==> src/rtl/i2c_reg_access.sv <==
// Register read/write sequencer in front of i2c_master: turns one request into the
// address/register/data byte sequence and returns a single response with error code.
module i2c_reg_access #(
   parameter int TIMEOUT_CYCLES = 5000000
) (
   input  logic       clk_in,
   input  logic       reset,
   input  logic       req_valid,
   output logic       req_ready,
   input  logic       req_rw,
   input  logic [6:0] req_dev,
   input  logic [7:0] req_reg,
   input  logic [7:0] req_wdata,
   output logic       rsp_valid,
   input  logic       rsp_ready,
   output logic [7:0] rsp_rdata,
   output logic [1:0] rsp_err,
   output logic [7:0] i2c_address,
   output logic       i2c_transfer_start,
   output logic       i2c_transfer_continues,
   output logic [7:0] i2c_data_tx,
   input  logic       i2c_transfer_ready,
   input  logic       i2c_interrupt,
   input  logic       i2c_transaction_complete,
   input  logic       i2c_nack,
   input  logic       i2c_address_err,
   input  logic       i2c_start_err,
   input  logic       i2c_arbitration_err,
   input  logic [7:0] i2c_data_rx,
   output logic [2:0] dbg_state
);

   localparam int CW = (TIMEOUT_CYCLES > 2) ? $clog2(TIMEOUT_CYCLES) : 1;
   localparam logic [CW-1:0] TO_LAST = CW'(TIMEOUT_CYCLES - 1);

   typedef enum logic [2:0] {
      S_IDLE   = 3'd0,
      S_START  = 3'd1,
      S_REG    = 3'd2,
      S_WDATA  = 3'd3,
      S_RSTART = 3'd4,
      S_RESP   = 3'd5
   } state_t;

   // Handshakes: req is taken on req_valid && req_ready; rsp is consumed on
   // rsp_valid && rsp_ready, and rsp_valid holds until then.
   state_t        r_state;
   state_t        w_next;
   logic          r_rw;
   logic [6:0]    r_dev;
   logic [7:0]    r_reg;
   logic [7:0]    r_wdata;
   logic [7:0]    r_rdata;
   logic [1:0]    r_err;
   logic [CW-1:0] r_cnt;
   logic [7:0]    w_rdata_next;
   logic [1:0]    w_err_next;
   logic [1:0]    w_err_code;
   logic          w_done_ev;
   logic          w_err_ev;
   logic          w_active;
   logic          w_timeout;

   assign w_done_ev  = i2c_interrupt && i2c_transaction_complete;
   assign w_err_ev   = i2c_interrupt && (i2c_address_err || i2c_arbitration_err || i2c_start_err);
   assign w_err_code = i2c_address_err ? 2'd1 : 2'd3;
   assign w_active   = (r_state == S_START) || (r_state == S_REG) ||
                       (r_state == S_WDATA) || (r_state == S_RSTART);
   assign w_timeout  = w_active && (r_cnt >= TO_LAST);

   always_ff @(posedge clk_in or posedge reset) begin
      if (reset) begin
         r_state <= S_IDLE;
         r_rw    <= 1'b0;
         r_dev   <= 7'd0;
         r_reg   <= 8'd0;
         r_wdata <= 8'd0;
         r_rdata <= 8'd0;
         r_err   <= 2'd0;
         r_cnt   <= '0;
      end else begin
         r_state <= w_next;
         r_rdata <= w_rdata_next;
         r_err   <= w_err_next;
         if (r_state == S_IDLE && req_valid) begin
            r_rw    <= req_rw;
            r_dev   <= req_dev;
            r_reg   <= req_reg;
            r_wdata <= req_wdata;
         end
         if (w_next != r_state)
            r_cnt <= '0;
         else if (w_active && r_cnt != {CW{1'b1}})
            r_cnt <= r_cnt + 1'b1;
      end
   end

   // Error events win over completion; timeout only if nothing else happened.
   always_comb begin
      w_next       = r_state;
      w_rdata_next = r_rdata;
      w_err_next   = r_err;
      case (r_state)
         S_IDLE: begin
            if (req_valid) begin
               w_next       = S_START;
               w_rdata_next = 8'd0;
               w_err_next   = 2'd0;
            end
         end
         S_START: begin
            if (w_err_ev) begin
               w_next     = S_RESP;
               w_err_next = w_err_code;
            end else if (i2c_transfer_ready) begin
               w_next = S_REG;
            end else if (w_timeout) begin
               w_next     = S_RESP;
               w_err_next = 2'd3;
            end
         end
         S_REG: begin
            if (w_err_ev) begin
               w_next     = S_RESP;
               w_err_next = w_err_code;
            end else if (w_done_ev) begin
               if (i2c_nack) begin
                  w_next     = S_RESP;
                  w_err_next = 2'd2;
               end else begin
                  w_next = r_rw ? S_RSTART : S_WDATA;
               end
            end else if (w_timeout) begin
               w_next     = S_RESP;
               w_err_next = 2'd3;
            end
         end
         S_WDATA: begin
            if (w_err_ev) begin
               w_next     = S_RESP;
               w_err_next = w_err_code;
            end else if (w_done_ev) begin
               w_next     = S_RESP;
               w_err_next = i2c_nack ? 2'd2 : 2'd0;
            end else if (w_timeout) begin
               w_next     = S_RESP;
               w_err_next = 2'd3;
            end
         end
         S_RSTART: begin
            if (w_err_ev) begin
               w_next     = S_RESP;
               w_err_next = w_err_code;
            end else if (w_done_ev) begin
               // The last read byte is always NACKed by the master, so nack is not an error.
               w_next       = S_RESP;
               w_rdata_next = i2c_data_rx;
               w_err_next   = 2'd0;
            end else if (w_timeout) begin
               w_next     = S_RESP;
               w_err_next = 2'd3;
            end
         end
         S_RESP: begin
            if (rsp_ready) begin
               w_next       = S_IDLE;
               w_rdata_next = 8'd0;
               w_err_next   = 2'd0;
            end
         end
         default: w_next = S_IDLE;
      endcase
   end

   always_comb begin
      i2c_address            = 8'd0;
      i2c_transfer_start     = 1'b0;
      i2c_transfer_continues = 1'b0;
      i2c_data_tx            = 8'd0;
      case (r_state)
         S_START: begin
            i2c_address            = {r_dev, 1'b0};
            i2c_transfer_start     = 1'b1;
            i2c_transfer_continues = !r_rw;
            i2c_data_tx            = r_reg;
         end
         S_REG: begin
            i2c_address            = {r_dev, 1'b0};
            i2c_transfer_continues = !r_rw;
            i2c_data_tx            = r_reg;
         end
         S_WDATA: begin
            i2c_address = {r_dev, 1'b0};
            i2c_data_tx = r_wdata;
         end
         S_RSTART: begin
            i2c_address        = {r_dev, 1'b1};
            i2c_transfer_start = 1'b1;
            i2c_data_tx        = r_reg;
         end
         default: ;
      endcase
   end

   assign req_ready = (r_state == S_IDLE);
   assign rsp_valid = (r_state == S_RESP);
   assign rsp_rdata = r_rdata;
   assign rsp_err   = r_err;
   assign dbg_state = r_state;

endmodule

==> config.mk <==
export PLATFORM = sky130hd
export DESIGN_NAME = i2c_reg_access
export DESIGN_NICKNAME = d
export VERILOG_FILES = /design/src/rtl/i2c_reg_access.sv
export SDC_FILE = /design/constraint.sdc
export NUM_CORES = 1
export LEC_CHECK = 0
export CAP_MARGIN = 5
export CORE_ASPECT_RATIO = 1.4
export CORE_MARGIN = 5
export CORE_UTILIZATION = 57
export CTS_BUF_LIST = sky130_fd_sc_hd__clkbuf_2
export CTS_CLUSTER_DIAMETER = 150
export DETAILED_ROUTE_END_ITERATION = 8
export PLACE_DENSITY = 0.88
export SLEW_MARGIN = 20
export SYNTH_ARGS = -nofsm -noshare
export SYNTH_HDL_FRONTEND = slang
export SYNTH_SLANG_ARGS = --single-unit
==> constraint.sdc <==
create_clock -name clk_in -period 6 [get_ports clk_in]
set_input_delay 1.2 -clock clk_in [delete_from_list [all_inputs] [get_ports clk_in]]
set_output_delay 1.2 -clock clk_in [all_outputs]
set_load 0.005 [all_outputs]
; ---- Word-level counts from Yosys, hierarchy flattened
; Index checks and enable logic that the tools add are counted.
[word_totals]
regBits = 60
in_bits = 43
word_cells = 83
[classes]
n_addsub = 1
order_cmp = 1
eq_ne = 13
n_mux = 38
reduce_logical = 22
[ops]
columns = op, n
row1 = 23-bit two-way mux, 2
row2 = 3-bit two-way mux, 11
row3 = 8-bit two-way mux, 4
row4 = 8-bit case mux with 2 select lines, 2
row5 = 2-bit two-way mux, 14
row6 = 8-bit case mux with 3 select lines, 1
row7 = 23-bit by 1-bit adder with 23-bit output (second input constant), 1
row8 = 23-bit >= comparator (second input constant), 1
row9 = 23-bit inequality test (second input constant), 1
row10 = 3-bit case mux with 5 select lines, 1
row11 = 2-bit case mux with 6 select lines, 1
row12 = 5-bit AND reduction, 2
row13 = 3-bit by 2-bit == test with 1-bit output (second input constant), 2
row14 = 3-bit == test (second input constant), 2
row15 = 2-bit inequality test (second input constant), 3
row16 = 6-bit nonzero test, 1
row17 = 2-bit OR reduction, 3
row18 = 3-bit OR reduction, 2
row19 = 1-bit logical AND, 5
row20 = 1-bit logical OR, 5
row21 = 4-bit inequality test (second input constant), 1
row22 = 3-bit by 1-bit == test with 1-bit output (second input constant), 1
row23 = 3-bit logical NOT, 1
row24 = 3-bit inequality test, 1
row25 = 6 further kinds, 7

; ---- Logic depth before layout (Yosys ltp)
[depth]
depth_word = 11
depth_mapped = 9

; ---- Worst setup path after synthesis
; Ideal clock, no wire load.
[synth_path]
kind = reg-to-output
from = register r_state[1] (netlist: dbg_state[1])
to = output i2c_data_tx[0]
arrival_ns = 1.751
required_time_ns = 4.800
setup_slack_ns = 3.049
stages_incl_launch_ff = 7
cell_sequence = dfrtp_1 -> clkbuf_1 -> or2_2 -> nor2_1 -> clkbuf_1 -> nand2_1 -> o21ai_0
[synth_via]
elab_chain_len = 3
elab_cells_between_ends = 6
cone_classes = 4 x eq/ne / 1 x mux / 1 x reduce/logical
[synth_lines]
columns = item, line_no
row1 = from (decl), 47  ; state_t r_state;
row2 = from (signal assigned), 82  ; r_state <= w_next;
row3 = 3-bit by 1-bit == test with 1-bit output (tied with other cells), 180  ; case (r_state)
row4 = 3-bit OR reduction (no line), -
row5 = 8-bit case mux with 2 select lines *, 180
row6 = to (decl), 21  ; output logic [7:0] i2c_data_tx,
; Every way passes the cells marked *; elsewhere a longest branch is shown, timed or not.

; ---- Worst setup path after layout
[layout_path]
from = register r_state[1] (netlist: dbg_state[1])
to = output i2c_data_tx[4]
; Same word-level chain as after synthesis.

==> key figures <==
STA
  – Slew margin rel.: a little over two fifths
  – Max Clk Rate: roughly 0.24 GHz
  – Least-Margin Pin Slew: between 0.8 and 0.9 ns
  – Slew Viols, Final: 0
  – Final setup TNS: 0 ns
  – Final min period: just over 4 ns
  – Tcrit/Tclk final: 68.8%
  – Fin. Hold Viols: 0
  – Final setup fails: 0
  – RSZ-0062 raised after global routing: no
  – Skew final: between 0.01 and 0.015 ns

Layout
  – Post-route cell area: between 4000 and 5000 um^2
  – Top reg by flops: r_cnt
  – Layout cells sized above 1: between 10% and 20%
  – Ant. Diodes: 0
  – Nets@finish: roughly 480
  – Largest register FFs: 23
  – Non-Filler Instances: about 500
  – Final Core Density: 74.1%
  – Syn-to-layout area delta: 25.6%

Power and ir drop
  – LEAKAGE: between 0.0015 and 0.002 uW
  – Worst VDD drop: slightly below 0.3 mV
  – Power density cells: about 420 nW/um^2

Critical path
  – CP arrival: between 2 and 3 ns
  – CP required: around 4.8 ns
  – Critical path type: flop to output port
  – Crit path launch type: flop
  – CP Capture Type: output port
  – Largest fanout on the critical path: 25

Detailed routing
  – Final ANT Viol Nets: 0
  – Total number of vias: 3381
  – DRT iter0 DRCs: roughly 270
  – Wire per inst: 18.3 um
  – Final WL: between 9000 and 10000 um
  – DR vias/cell: 6.57
  – TritonRoute pass-1 iters: 5
  – DR DRC count: 0

Global route
  – Global-route wire length before repair: around 16000 um
  – Initial antenna violation count: 0
  – Total track usage: between 20% and 30%
  – Number of global-route vias before repair: 3404
  – Total congestion overflow: 0
  – Largest net degree at the start of global routing: 61

Synth
  – Flops & latches, synth: 60
  – Synth Instances: 375
  – YS warnings: 0
  – Asr flop ratio synth: 100%
  – Synth cell types: between 60 and 70
  – Syn_nets: between 400 and 500
  – Synth area leaders: dfrtp_1, mux2_2, nand2_1
  – Yosys top cell by area: dfrtp_1
  – Top-count cell post-synth: dfrtp_1
  – Post-synthesis sequential area ratio: between 40% and 50%
  – Post-synth top cells: dfrtp_1, nand2_1, mux2_2, o21ai_0, a211oi_1
  – Avg Inst Size Synth: around 9.4 um^2
  – Mapped Area: around 3500 um^2
  – Post-synth EDFFs: 0
  – Top cell type's share of synthesized area: approximately 43%
  – Commonest register cell after synthesis: dfrtp_1

Placement
  – Placed cells: 499
  – Buffers on Ports: 75
  – DP Wirelength: around 6500 um
  – Dpl cell area: around 4300 um^2
  – Global placement routability congestion: roughly 0.94

Floorplanning
  – Core Area: a little under 6000 um^2
  – Std-Cell Rows: 33
  – I/O pins: 76
  – Die X-Extent: around 76 um
  – Starting Density: roughly three fifths
  – Die area: between 7000 and 8000 um^2
  – DIE HEIGHT: between 100 and 150 um

CTS
  – Post-CTS Setup Repair Bufs: 0
  – Total CTS buffers: 9
  – H-Tree Depth: 3
  – PostCTS Resize Cnt: 0
  – Max clock buf depth: 2
  – Clk pin slew, worst setup/hold paths: approximately 0.19 ns
  – Clock sink total: 60
  – Worst skew pair latency: a little over 0.5 ns
  – Root Buffer: clkbuf_2
  – CTS tree: done
  – Post-CTS Hold Buffers: 0

Run status
  – Status: finished, final reports clean

Min path
  – Min-Delay Path Class: flop to flop

Flow run
  – MaxCap Viol Count: 0
## layer usage
metal  track usage (%)  share of wire, %
met5                 0                 0
met1              29.6                38
met4              11.8               3.8
met3              6.64               7.2
met2              43.7                51
## worst paths after layout
path / startpoint / to / slack (ns) / cells past startpoint
setup / recovery: dbg_state[1] / i2c_data_tx[4] / 1.87 / 4
min in group asynchronous: reset / r_dev[0] / 1.20 / 3
hold reg to reg: rsp_rdata[6] / rsp_rdata[6] / 0.51 / 2
hold / removal: rsp_rdata[6] / rsp_rdata[6] / 0.51 / 2
max in group asynchronous: reset / r_reg[1] / 4.31 / 3
setup reg to reg: dbg_state[1] / r_cnt[16] / 2.93 / 5
## placed cells by master, fill, tap and decap left out, types with 2 or more instances in the layout
master,n
nor2_1,17
clkbuf_2,9
clkinvlp_4,2
o22ai_1,4
a41oi_1,3
dfrtp_1,60
a21oi_1,9
nor4b_1,3
o21ai_1,6
and4_1,3
or3_1,12
clkdlybuf4s50_1,75
a211oi_1,20
and3_1,11
nand4_1,6
nor2b_1,2
a311oi_1,2
o211ai_1,2
xnor2_1,3
xor2_1,2
o21ai_0,22
nor3_1,12
clkinv_4,2
nand2_1,41
nor4_1,3
a2111oi_0,2
inv_1,8
o31ai_1,11
mux2_2,23
nand3_1,11
a22oi_1,8
buf_4,4
mux2i_1,2
or4_1,10
## kinds of logic (layout without fill, tap and decap cells)
| logic type | count (synthesis) | count (layout) | share of synthesized area, % |
|---|---|---|---|
| AOI/OAI and AO/OA | 108 | 108 | 22.0 |
| xor gates and xnor gates | 5 | 5 | 1.25 |
| adders and majority gates | 1 | 1 | 0.357 |
| buffers and inverters | 35 | 105 | 4.17 |
| DFF | 60 | 60 | 42.8 |
| muxes | 25 | 25 | 7.95 |
| and+or+nand+nor | 141 | 141 | 21.4 |
## area by class of cell
class / count / area [um^2]
inverters: 10 / 37.5
clock inverters: 7 / 76.3
flip-flops and latches: 60 / 1500
multi-input cells: 280 / 1880
clock buffers: 9 / 45.0
repair buffers: 79 / 781
well taps: 70 / 87.6
fillers: 439 / 1540
## critical path: stages, from the launching register on
cell	delay (ns)
dfrtp_1	0.88
xor2_1	0.59
a22oi_1	0.18
o21ai_0	0.22
clkdlybuf4s50_1	0.54
## power breakdown
| part | switching [uW] | leakage [uW] | internal, uW |
|---|---|---|---|
| Sequential | 102 | 0.000776 | 525 |
| Clock | 169 | 0.0000685 | 97.9 |
| Combinational | 469 | 0.000821 | 489 |
| Total | 740 | 0.00167 | 1110 |
## stage by stage
step,hold slack (ns),power (uW),setup slack (ns)
after detailed placement,0.472,1580,2.06
after CTS,0.513,1850,1.90
after floorplan,0.472,1170,3.05
final,0.506,1850,1.87
after global routing,0.553,2000,1.65
after global placement,0.463,1560,2.17
Power figures use the tool's default switching activity.
